File: config.mk
export PLATFORM = sky130hd
export DESIGN_NAME = pipelined_rca_adder
export DESIGN_NICKNAME = d
export VERILOG_FILES = /design/src/rtl/pipelined_rca_adder.sv
export SDC_FILE = /design/constraint.sdc
export NUM_CORES = 1
export LEC_CHECK = 0
export BUFFER_PORTS_ARGS = -buffer_cell sky130_fd_sc_hd__buf_2
export CAP_MARGIN = 20
export CORE_MARGIN = 1
export CORE_UTILIZATION = 30
export CTS_CLUSTER_SIZE = 24
export DETAILED_ROUTE_END_ITERATION = 10
export GPL_TIMING_DRIVEN = 0
export PLACE_DENSITY = 0.5
export SYNTH_ARGS = -nofsm -noshare
export SYNTH_HDL_FRONTEND = slang
export SYNTH_SLANG_ARGS = --single-unit
File: constraint.sdc
create_clock -name clk -period 16.15 [get_ports clk]
set_input_delay 3.23 -clock clk [delete_from_list [all_inputs] [get_ports clk]]
set_output_delay 3.23 -clock clk [all_outputs]
set_load 0.01 [all_outputs]
File: src/rtl/pipelined_rca_adder.sv
// Pipelined ripple-carry add/subtract: one SEG-bit ripple segment per stage, carry registered
// between stages, valid/ready handshake. Define PIPE_ADDER_OVF_EN to add the signed overflow port ovf.
module pipelined_rca_adder #(
    parameter int unsigned WIDTH = 32,
    parameter int unsigned SEG   = 8
) (
    input  logic             clk,
    input  logic             rst,
    input  logic             in_valid,
    output logic             in_ready,
    input  logic [WIDTH-1:0] a,
    input  logic [WIDTH-1:0] b,
    input  logic             cin,
    input  logic             sub,
    output logic             out_valid,
    input  logic             out_ready,
    output logic [WIDTH-1:0] sum,
    output logic             cout
`ifdef PIPE_ADDER_OVF_EN
    ,
    output logic             ovf
`endif
);
    localparam int unsigned SEG_SAFE = (SEG < 1) ? 1 : SEG;
    localparam int unsigned STAGES   = WIDTH / SEG_SAFE;

    if ((SEG < 1) || ((WIDTH % SEG_SAFE) != 0)) begin : g_param_check
        $error("pipelined_rca_adder: WIDTH must be a non-zero multiple of SEG, SEG >= 1");
    end

    // Returns {carry into segment MSB, carry out, sum}.
    function automatic logic [SEG_SAFE+1:0] seg_add(input logic [SEG_SAFE-1:0] x,
                                                    input logic [SEG_SAFE-1:0] y,
                                                    input logic                ci);
        logic [SEG_SAFE-1:0] s;
        logic                c;
        logic                c_prev;
        s      = '0;
        c      = ci;
        c_prev = ci;
        for (int i = 0; i < int'(SEG_SAFE); i++) begin
            c_prev = c;
            s[i]   = x[i] ^ y[i] ^ c;
            c      = ((x[i] ^ y[i]) & c) | (x[i] & y[i]);
        end
        return {c_prev, c, s};
    endfunction

    logic [WIDTH-1:0]    a_q   [STAGES];
    logic [WIDTH-1:0]    a_d   [STAGES];
    logic [WIDTH-1:0]    b_q   [STAGES];
    logic [WIDTH-1:0]    b_d   [STAGES];
    logic [WIDTH-1:0]    s_q   [STAGES];
    logic [WIDTH-1:0]    s_d   [STAGES];
    logic [STAGES-1:0]   c_q, c_d;
    logic [STAGES-1:0]   v_q, v_d;

    logic [WIDTH-1:0]    a_in  [STAGES];
    logic [WIDTH-1:0]    b_in  [STAGES];
    logic [WIDTH-1:0]    s_in  [STAGES];
    logic [STAGES-1:0]   c_in, v_in;
    logic [SEG_SAFE+1:0] seg_r [STAGES];

    logic adv;

    assign adv       = !v_q[STAGES-1] || out_ready;
    assign in_ready  = adv;
    assign out_valid = v_q[STAGES-1];
    assign sum       = s_q[STAGES-1];
    assign cout      = c_q[STAGES-1];

    always_comb begin
        a_in[0] = a;
        b_in[0] = b ^ {WIDTH{sub}};
        s_in[0] = '0;
        c_in[0] = sub | cin;
        v_in[0] = in_valid;
        for (int k = 1; k < int'(STAGES); k++) begin
            a_in[k] = a_q[k-1];
            b_in[k] = b_q[k-1];
            s_in[k] = s_q[k-1];
            c_in[k] = c_q[k-1];
            v_in[k] = v_q[k-1];
        end
        // Each stage fills its own segment; lower segments ride along, upper ones wait.
        for (int k = 0; k < int'(STAGES); k++) begin
            seg_r[k] = seg_add(a_in[k][k*SEG_SAFE +: SEG_SAFE],
                               b_in[k][k*SEG_SAFE +: SEG_SAFE], c_in[k]);
            a_d[k]   = a_in[k];
            b_d[k]   = b_in[k];
            s_d[k]   = s_in[k];
            s_d[k][k*SEG_SAFE +: SEG_SAFE] = seg_r[k][SEG_SAFE-1:0];
            c_d[k]   = seg_r[k][SEG_SAFE];
            v_d[k]   = v_in[k];
        end
    end

    always_ff @(posedge clk or posedge rst) begin
        if (rst) begin
            for (int k = 0; k < int'(STAGES); k++) begin
                a_q[k] <= '0;
                b_q[k] <= '0;
                s_q[k] <= '0;
            end
            c_q <= '0;
            v_q <= '0;
        end else if (adv) begin
            for (int k = 0; k < int'(STAGES); k++) begin
                a_q[k] <= a_d[k];
                b_q[k] <= b_d[k];
                s_q[k] <= s_d[k];
            end
            c_q <= c_d;
            v_q <= v_d;
        end
    end

`ifdef PIPE_ADDER_OVF_EN
    logic ovf_d, ovf_q;

    always_comb begin
        ovf_d = seg_r[STAGES-1][SEG_SAFE+1] ^ seg_r[STAGES-1][SEG_SAFE];
    end

    always_ff @(posedge clk or posedge rst) begin
        if (rst) begin
            ovf_q <= 1'b0;
        end else if (adv) begin
            ovf_q <= ovf_d;
        end
    end

    assign ovf = ovf_q;
`endif

endmodule

After elaboration in Yosys (flattened, before gate mapping)
Index checks and enable logic that the tools add are counted.
{ "word_totals": {"input_bits": 70, "output_inout_bits": 35, "word_cells": 176, "register_bits": 280} }
{ "op_classes": {"n_reduce_logical": 2, "bitwise_logic": 162} }
{ "op_table": {"columns": ["cell", "n"], "rows": [
  ["$and 1x1->1", 64],
  ["$xor 1x1->1", 64],
  ["$or 1x1->1", 33],
  ["$xor 32x32->32", 1],
  ["$logic_not 1->1", 1],
  ["$logic_or 1x1->1", 1]
]} }

Depth between registers and ports, before layout
Gate-level depths: netlist (run 1).
{ "depth": {"word_depth": 18, "mapped_depth": 13, "ltp_nobuf": 12} }

Worst setup path after synthesis (run 1)
Ideal clock, no wire load.
{ "synth_timing": {"kind": "input-to-reg", "startpoint": "in sub", "endpoint": "reg s_q (netlist bit s_d[71])", "path_buffers": 2, "stages": 13, "setup_ns": 0.125, "arrival_ns": 7.158, "slack_ns": 8.867, "required_time_ns": 16.025, "path_cell_list": "buf_2 buf_2 xnor2_1 fa_1 fa_1 fa_1 fa_1 fa_1 fa_1 fa_1 inv_1 fa_1 mux2_4"} }
{ "synth_rtl": {"columns": ["element", "line", "rtl"], "rows": [
  ["start: declaration", "14", "input logic sub,"],
  ["end signal: indexed assignment", "111", "s_q[k] <= s_d[k];"],
  ["end: declaration", "53", "logic [WIDTH-1:0] s_q [STAGES];"]
]} }

Worst setup path after layout (run 1)
{ "layout_timing": {"startpoint": "in out_ready", "endpoint": "out in_ready"} }
{ "layout_between": {"elab_chain_cells": 1} }
{ "layout_lines": {"columns": ["element", "line", "rtl"], "rows": [
  ["start: declaration", "16", "input logic out_ready,"],
  ["$logic_or 1x1->1", "66", "assign adv = !v_q[STAGES-1] || out_ready;"],
  ["end: declaration", "10", "output logic in_ready,"]
]} }
Every way passes these cells.

==> results of run 1 <==
[layout by cell type (no fill, tap or decap), drive strengths merged]
master | Yosys | final
dfrtp | 184 | 184
mux2 | 166 | 166
buf | 25 | 129
inv | 26 | 33
fa | 32 | 32
xor2 | 23 | 23
clkbuf | 2 | 20
nor3b | 14 | 14
a21oi | 14 | 14
xnor2 | 9 | 9
clkinvlp | 0 | 4
mux2i | 3 | 3
nand2b | 2 | 2
clkinv | 0 | 2
nor2 | 1 | 1
bufinv | 0 | 1
[cell families after synthesis]
| group | Yosys count |
|---|---|
| xor gates and xnor gates | 32 |
| buffers and inverters | 53 |
| AOI/OAI and AO/OA | 14 |
| adders and majority gates | 32 |
| and+or+nand+nor | 17 |
| DFF | 184 |
| muxes | 169 |
[flip-flops by register name, summed over array words and instances (netlist names)]
register and count:
a_d 48, b_d 48, c_q 4, s_d 48, sum 32, v_q 4
[worst max-delay path: stages]
cell      delay, ns
buf_2          0.17
nand2b_1       0.12
buf_2          0.16
buf_6          0.18
buf_6          0.19
buf_6          0.17
buf_2          0.15
[routing by layer]
layer,up-vias,GRT usage [%]
li1,1938,-
met1,2200,17.18
met2,69,20.83
met3,11,2.682
met4,0,3.878
met5,-,0
[through the flow]
| step | setup slack [ns] | hold slack [ns] | cell area, µm² | utilization [%] | std cells |
|---|---|---|---|---|---|
| after floorplan | 7.920 | 0.4349 | 8441 | - | 501 |
| final | 8.547 | 0.4980 | 10040 | 36.24 | 1015 |
| after CTS | 8.530 | 0.4990 | 10040 | 36.24 | 1015 |
| after detailed placement | 8.294 | 0.4795 | 9464 | 34.16 | 983 |
| after global placement | 5.998 | 0.4732 | 9429 | 34.03 | 982 |
| after global routing | 8.460 | 0.5116 | 10040 | 36.24 | 1015 |
[final cells by class]
cell class	count	area [µm²]
plain buffers	27	239.0
flip-flops and latches	184	4604
clock inverters	14	136.4
multi-input cells	264	3500
clock buffers	18	439.2
fillers	2673	17670
repair buffers	104	543.0
inverters	26	105.1
well taps	378	473.0
[worst max-delay path by stage]
stage / startpoint / endpoint / slack (ns)
2_1_floorplan: rst / a_d[24]$_DFFE_PP0P_ / 7.92
3_3_place_gp: rst / a_d[76]$_DFFE_PP0P_ / 6.00
3_5_place_dp: sub / s_d[71]$_DFFE_PP0P_ / 8.29
4_1_cts: out_ready / in_ready / 8.53
5_1_grt: out_ready / in_ready / 8.46
6_report: out_ready / in_ready / 8.55
[power groups by stage]
stage	clock, W	sequential, W	combinational, W
after floorplan	0	0.000792	0.000546
after CTS	0.000425	0.000804	0.000756
after global placement	0	0.000804	0.000734
final	0.000410	0.000800	0.000736
after detailed placement	0	0.000810	0.000750
after global routing	0.000442	0.000828	0.000810
==> metrics.cfg, run 1 <==
[run_status]
outcome = completed

[min_path]
hold_end = v_q[3]$_DFFE_PP0P_
hold_class = reg -> reg
min_from = v_q[2]$_DFFE_PP0P_
whs_path_depth = 1

[synth]
synth_warnings = 0
synth-simple-area-share_pct = 1.438
synth-compound-area-share_pct = 0.8301
synthesis.area_um2 = 8441
synthArstFlopShare_pct = 100.0
synth-xor-area-share_pct = 3.320
synth_seq_cells = 184
yosysUniqueCellTypes = 15
synth_enable_flop_cells = 0
synth.mux.area_fraction_pct = 28.28
synthAdderAreaFrac_pct = 7.590
synthCells = 501
synth_top_cell_by_area = dfrtp_1
synthesis.nets = 603
synth_common_cells = dfrtp_1, mux2_4, mux2_2, fa_1, inv_1
synth.avg_cell_area_um2 = 16.85
synth_area_leaders = dfrtp_1, mux2_4, fa_1, mux2_2, xor2_1
netlist.area_leader.share_pct = 54.55
post-synth-top-count-cell = dfrtp_1
synth-seq-area-share_pct = 54.55
synthFlopType = dfrtp_1
synth_top_family_by_area = multiplexers

[die]
die_width_um = 169.7
io_pins = 105
fp.dieH_um = 169.7
start_util_pct = 30.47
die_area_um2 = 28810
coreArea_um2 = 27710
row_count = 61

[detailed_routing]
wl_met1_um = 8192
highest_layer = met4
wl_per_cell_um = 16.98
drt_iter0_drc = 138
wl_met3_um = 505
drtAntennaViolNets = 0
drc_errors = 0
dr.pass1.iters = 4
num_vias = 4218
drt_wl_total_um = 17230
routed_via_density = 4.156
dr_wl_met2_um = 8361

[critical_path]
worstReg2RegEnd = sum[31]$_DFFE_PP0P_
worst-r2r-cell-count = 10
start_kind = input port
crit_fanout = 10
rr_startpoint = a_d[24]$_DFFE_PP0P_
reg2reg_slack_ns = 12.08
critPathKind = in -> out
end_kind = output port
arrival_ns = 4.37
required_ns = 12.92

[timing]
finalSetupViolations = 0
fmax_mhz = 131.5
rsz0062_at_grt = no
max_slew.worst_pin.slew_ns = 0.7290
fin_crit_sh_pct = 47.08
post-route-min-period_ns = 7.603
skew_ns = 0.01227
setup_tns_ns = 0
hold_viol_final = 0
final_max_slew_viol_count = 0
maxSlewHeadroom_pct = 51.40

[clock_tree]
cts.sinks = 184
ctsHoldBuffers = 0
post_cts_buffers = 0
clk_pin_slew_ns = 0.06
clkLatencyLatePin_ns = 0.43
cts_buffers = 17
cts_max_path_buffers = 2
cts_tree = done
cts-resized-gates = 0
htree_levels = 4
ctsRootBufferMaster = clkbuf_16

[power]
clkPwrFrac_pct = 21.1
p_int_w = 0.001343
p_per_area_nw_per_um2 = 193.8
switching_share_pct = 30.97
finalPower_w = 0.001946
power.switching_w = 0.0006025
p_seq_share_pct = 41.1
pwr-share-comb_pct = 37.8
vdd_ir_drop_max_v = 0.00007189
leakage_nw = 4.781

[place]
portBuffers = 103
gp_congestion = 0.7594
hpwl_um = 12080

[global_routing]
antenna_found_initial = 0
grt_usage_pct = 12.84
grt_pass1_vias = 4803
grt_max_degree = 104
grt_remaining_overflow = 0
grt_pass1_wl_um = 27590

[cells_and_area]
drive_gt1_share_pct = 51.49
fin_nets = 726
antenna_cells = 0
area_delta_synth_final_pct = 18.94

[flow_run]
drv_cap = 0

Power figures use the tool's default switching activity.
==> run 2, diff against run 1 <==
--- a/config.mk
+++ b/config.mk
@@ -12,7 +12,7 @@
 export CTS_CLUSTER_SIZE = 24
 export DETAILED_ROUTE_END_ITERATION = 10
 export GPL_TIMING_DRIVEN = 0
-export PLACE_DENSITY = 0.5
+export PLACE_DENSITY = 0.51
 export SYNTH_ARGS = -nofsm -noshare
 export SYNTH_HDL_FRONTEND = slang
 export SYNTH_SLANG_ARGS = --single-unit
==> constraint.sdc (replaced) <==
create_clock -name clk -period 6.3 [get_ports clk]
set_input_delay 1.26 -clock clk [delete_from_list [all_inputs] [get_ports clk]]
set_output_delay 1.26 -clock clk [all_outputs]
set_load 0.01 [all_outputs]
==> metrics.cfg, run 2 (same netlist as run 1, synthesis figures left out) <==
[run_status]
outcome = completed

[power]
vdd_ir_drop_max_v = 0.0001620
finalPower_w = 0.005136
p_per_area_nw_per_um2 = 507.4
leakage_nw = 4.827

[timing]
skew_ns = 0.01046
post-route-min-period_ns = 5.379
finalSetupViolations = 0
max_slew.worst_pin.slew_ns = 0.5760
hold_viol_final = 0
fin_crit_sh_pct = 85.38
maxSlewHeadroom_pct = 61.60
rsz0062_at_grt = no
final_max_slew_viol_count = 0
fmax_mhz = 185.9

[detailed_routing]
routed_via_density = 4.183
wl_per_cell_um = 17.32
drt_wl_total_um = 17580
drc_errors = 0
drt_iter0_drc = 129
dr.pass1.iters = 4
drtAntennaViolNets = 0
num_vias = 4246

[global_routing]
grt_remaining_overflow = 0
grt_pass1_wl_um = 28290
grt_usage_pct = 13.12
grt_pass1_vias = 4844
antenna_found_initial = 1
grt_max_degree = 107

[cells_and_area]
final_common_cell = dfrtp_1
fin_nets = 726
fin_util_pct = 36.53
antenna_cells = 0
final_cell_mix = dfrtp_1, mux2_4, buf_2
regArea_um2 = 4604
area_delta_synth_final_pct = 19.91
drive_gt1_share_pct = 51.33
fill_cells = 2621
multiInputGateArea_um2 = 3500

[critical_path]
crit_fanout = 10
path_buf_inv = 3
required_ns = 6.61
rr_startpoint = a_d[24]$_DFFE_PP0P_
crit_start = sub
cpPeakStageDelay_ns = 0.44
end_kind = flop
start_kind = input port
path_cells = buf_2, buf_2, xnor2_1, fa_1, fa_1, fa_1, fa_1, fa_1, fa_1, fa_1, inv_1, fa_1, mux2_4
cpMostUsedCell = fa_1
critical_path.top_delay_family = adder cells
arrival_ns = 5.69
critPathKind = in -> reg
slowest_stage = fa_1

[min_path]
hold_class = reg -> reg
min_from = v_q[2]$_DFFE_PP0P_

[die]
fp.dieH_um = 169.7
row_count = 61
die_width_um = 169.7
start_util_pct = 30.47
die_area_um2 = 28810
coreArea_um2 = 27710
io_pins = 105

[clock_tree]
htree_levels = 4
cts_tree = done
cts-resized-gates = 0
post_cts_buffers = 0
cts_buffers = 17
cts.sinks = 184
ctsRootBufferMaster = clkbuf_16
clkLatencyLatePin_ns = 0.42
cts_max_path_buffers = 2
ctsHoldBuffers = 0
clk_pin_slew_ns = 0.07

[place]
hpwl_um = 12390
gp_congestion = 0.7444
portBuffers = 103

[flow_run]
drv_cap = 0

run 2: report_power, final:
part           switching, W  internal, W  leakage, nW
combinational      0.000731      0.00116         2.38
clock              0.000469     0.000722        0.320
sequential         0.000336      0.00172         2.13
total               0.00154      0.00360         4.83
run 2: layer usage:
| layer | global-route usage [%] | up-vias | routed length (µm) |
|---|---|---|---|
| met2 | 20.69 | 89 | 8444 |
| met4 | 4.034 | 0 | 269 |
| met3 | 3.148 | 10 | 659 |
| li1 | - | 1926 | - |
| met5 | 0 | - | 0 |
| met1 | 17.77 | 2221 | 8209 |
run 2: layout make-up:
| type | instances | area share (%) |
|---|---|---|
| clock inverter | 13 | 2.114 |
| inverter | 26 | 1.038 |
| clock buffer | 19 | 4.376 |
| buffer | 27 | 2.361 |
| timing repair buffer | 104 | 5.365 |
| tap | 378 | 4.673 |
| sequential | 184 | 45.49 |
| multi-input combinational | 264 | 34.58 |
run 2: worst register-to-register path, stage by stage (launching register included):
cell and delay [ns]:
dfrtp_1 0.41, fa_1 0.47, fa_1 0.41, fa_1 0.40, fa_1 0.40, fa_1 0.40
fa_1 0.40, fa_1 0.47, inv_1 0.12, fa_1 0.42, a21oi_1 0.13
run 2: worst paths after layout:
path | cells past startpoint | end | slack (ns)
max | 13 | s_d[71]$_DFFE_PP0P_ | 0.92
min | 1 | v_q[3]$_DFFE_PP0P_ | 0.47
max reg2reg | 10 | sum[31]$_DFFE_PP0P_ | 2.20
min reg2reg | 1 | v_q[3]$_DFFE_PP0P_ | 0.47
max in group asynchronous | 3 | b_d[79]$_DFFE_PP0P_ | 4.51
min in group asynchronous | 2 | a_d[91]$_DFFE_PP0P_ | 0.89
run 2: through the flow:
step / instance area (µm²) / hold WS [ns] / TNS (ns) / cells / worst slack (ns)
final: 10120 / 0.4747 / 0 / 1015 / 0.9212
after global routing: 10120 / 0.5149 / 0 / 1015 / 0.7769
after CTS: 10120 / 0.4816 / 0 / 1015 / 0.8850
after detailed placement: 9464 / 0.4673 / 0 / 983 / 0.4305
after global placement: 9429 / 0.4720 / -341.00 / 982 / -1.868
after floorplan: 8441 / 0.4349 / 0 / 501 / 0.03963
==> run 3, diff against run 2 <==
==> config.mk (replaced) <==
export PLATFORM = sky130hd
export DESIGN_NAME = pipelined_rca_adder
export DESIGN_NICKNAME = d
export VERILOG_FILES = /design/src/rtl/pipelined_rca_adder.sv
export SDC_FILE = /design/constraint.sdc
export NUM_CORES = 1
export LEC_CHECK = 0
export CAP_MARGIN = 20
export CORE_MARGIN = 1
export CORE_UTILIZATION = 30
export CTS_CLUSTER_SIZE = 24
export DETAILED_ROUTE_END_ITERATION = 10
export DONT_BUFFER_PORTS = 1
export GPL_TIMING_DRIVEN = 0
export PLACE_DENSITY = 0.48
export SYNTH_ARGS = -nofsm -noshare
export SYNTH_HDL_FRONTEND = slang
export SYNTH_SLANG_ARGS = --single-unit
==> constraint.sdc (replaced) <==
create_clock -name clk -period 6.3 [get_ports clk]
set_input_delay 1.26 -clock clk [delete_from_list [all_inputs] [get_ports clk]]
set_output_delay 1.26 -clock clk [all_outputs]
set_load 0.05 [all_outputs]
==> metrics.cfg, run 3 (same netlist as run 1, synthesis figures left out) <==
[global_routing]
grt_max_degree = 126
antenna_found_initial = 0
grt_usage_pct = 12.73
grt_pass1_vias = 4444
grt_remaining_overflow = 0
grt_pass1_wl_um = 27130

[critical_path]
crit_path_end = s_d[71]$_DFFE_PP0P_
worst-r2r-cell-count = 10
cpPeakStageDelay_ns = 0.43
crit_start = sub
path_cells = buf_2, buf_2, xnor2_1, fa_1, fa_1, fa_1, fa_1, fa_1, fa_1, fa_1, inv_1, fa_1, mux2_4
required_ns = 6.61
slowest_stage = fa_1
cpMostUsedCell = fa_1
critPathKind = in -> reg
worstReg2RegEnd = sum[31]$_DFFE_PP0P_
rr_startpoint = a_d[24]$_DFFE_PP0P_
crit_fanout = 10
arrival_ns = 5.55
start_kind = input port
reg2reg_slack_ns = 2.21
end_kind = flop

[place]
place_area_um2 = 8949
portBuffers = 0
gp_congestion = 0.7195
hpwl_um = 11890
dp_cells = 880

[clock_tree]
cts_tree = done
cts-resized-gates = 0
ctsHoldBuffers = 0
cts.sinks = 184
cts_buffers = 17
ctsRootBufferMaster = clkbuf_16
clkLatencyLatePin_ns = 0.43
clk_pin_slew_ns = 0.07
cts_max_path_buffers = 2
htree_levels = 4
post_cts_buffers = 0

[timing]
hold_viol_final = 0
fin_crit_sh_pct = 83.12
rsz0062_at_grt = no
hold_slack_ns = 0.4907
post-route-min-period_ns = 5.237
max_slew.worst_pin.slew_ns = 0.7139
final_max_slew_viol_count = 0
fmax_mhz = 191.0
maxSlewHeadroom_pct = 52.41
skew_ns = 0.01000
finalSetupViolations = 0

[die]
coreArea_um2 = 27710
die_area_um2 = 28810
die_width_um = 169.7
start_util_pct = 30.47
row_count = 61
fp.dieH_um = 169.7
io_pins = 105

[power]
power.switching_w = 0.001901
leakage_nw = 4.400
clkPwrFrac_pct = 21.0
switching_share_pct = 35.91
p_int_w = 0.003393
finalPower_w = 0.005293
pwr-share-comb_pct = 32.4
p_seq_share_pct = 46.6
vdd_ir_drop_max_v = 0.0002025
p_per_area_nw_per_um2 = 553.5

[min_path]
hold_class = reg -> reg

[detailed_routing]
routed_via_density = 4.215
drc_errors = 0
drt_iter0_drc = 180
dr.pass1.iters = 4
drt_wl_total_um = 17170
drtAntennaViolNets = 0
wl_per_cell_um = 18.83
num_vias = 3844

[run_status]
outcome = completed

[cells_and_area]
fin_nets = 623
area_delta_synth_final_pct = 13.30
layout.cells.non_filler = 912
drive_gt1_share_pct = 42.13
final_common_cell = dfrtp_1
antenna_cells = 0
fill_cells = 2678
final_cell_mix = dfrtp_1, mux2_4, mux2_2
stdcell_area_um2 = 9563

[flow_run]
drv_cap = 0

[run 3: cell types whose count changed in the layout (fill, tap and decap cells not counted), sizes merged]
cell      previous run  this run
buf                129        26
clkinvlp             1         2
bufinv               5         2
clkinv               3         6
clkbuf              21        19
inv                 30        31
[run 3: metrics by stage]
stage                     TNS, ns  utilization (%)  setup slack, ns
after floorplan                 0                -          0.03963
after global placement    -349.71            32.17           -1.922
after detailed placement        0            32.30           0.5099
after CTS                       0            34.52           0.9947
after global routing            0            34.52           0.8661
final                           0            34.52            1.063
[run 3: worst min path at each step]
stage / to / startpoint / cells after the start
after floorplan: v_q[3]$_DFFE_PP0P_ / v_q[2]$_DFFE_PP0P_ / 1
after global routing: v_q[3]$_DFFE_PP0P_ / v_q[2]$_DFFE_PP0P_ / 1
after global placement: v_q[3]$_DFFE_PP0P_ / v_q[2]$_DFFE_PP0P_ / 1
after CTS: v_q[3]$_DFFE_PP0P_ / v_q[2]$_DFFE_PP0P_ / 1
after detailed placement: v_q[3]$_DFFE_PP0P_ / v_q[2]$_DFFE_PP0P_ / 1
final: v_q[3]$_DFFE_PP0P_ / v_q[2]$_DFFE_PP0P_ / 1
[run 3: power groups by stage]
stage               registers [W]  clock network (W)  logic [W]
CTS                       0.00249            0.00115    0.00176
global placement          0.00249                  0    0.00169
finish                    0.00247            0.00111    0.00171
detailed placement        0.00250                  0    0.00175
global route              0.00255            0.00120    0.00189
floorplan                 0.00237                  0    0.00141
[run 3: critical path: cells and delay by family]
| kind | cells | cell delay [ns] |
|---|---|---|
| buffers and inverters | 3 | 0.63 |
| XOR/XNOR | 1 | 0.14 |
| multiplexers | 1 | 0.26 |
| adder cells (fa/ha/maj) | 8 | 3.25 |
[run 3: cell type report]
cell class              count  area (µm²)  share of cell area, %
plain buffers              27       239.0                  2.499
clock buffers              17       425.4                  4.449
clock inverters            15       188.9                  1.976
inverters                  26       105.1                  1.099
multi-input cells         264        3500                  36.60
flip-flops and latches    184        4604                  48.15
well taps                 378       473.0                  4.946
repair buffers              1       27.53                 0.2878
[run 3: routing by layer]
layer / wire (µm) / GRT usage, % / vias up
met4: 170 / 3.721 / 0
li1: - / - / 1719
met3: 748 / 3.242 / 11
met5: 0 / 0 / -
met2: 8352 / 20.47 / 71
met1: 7900 / 16.86 / 2043
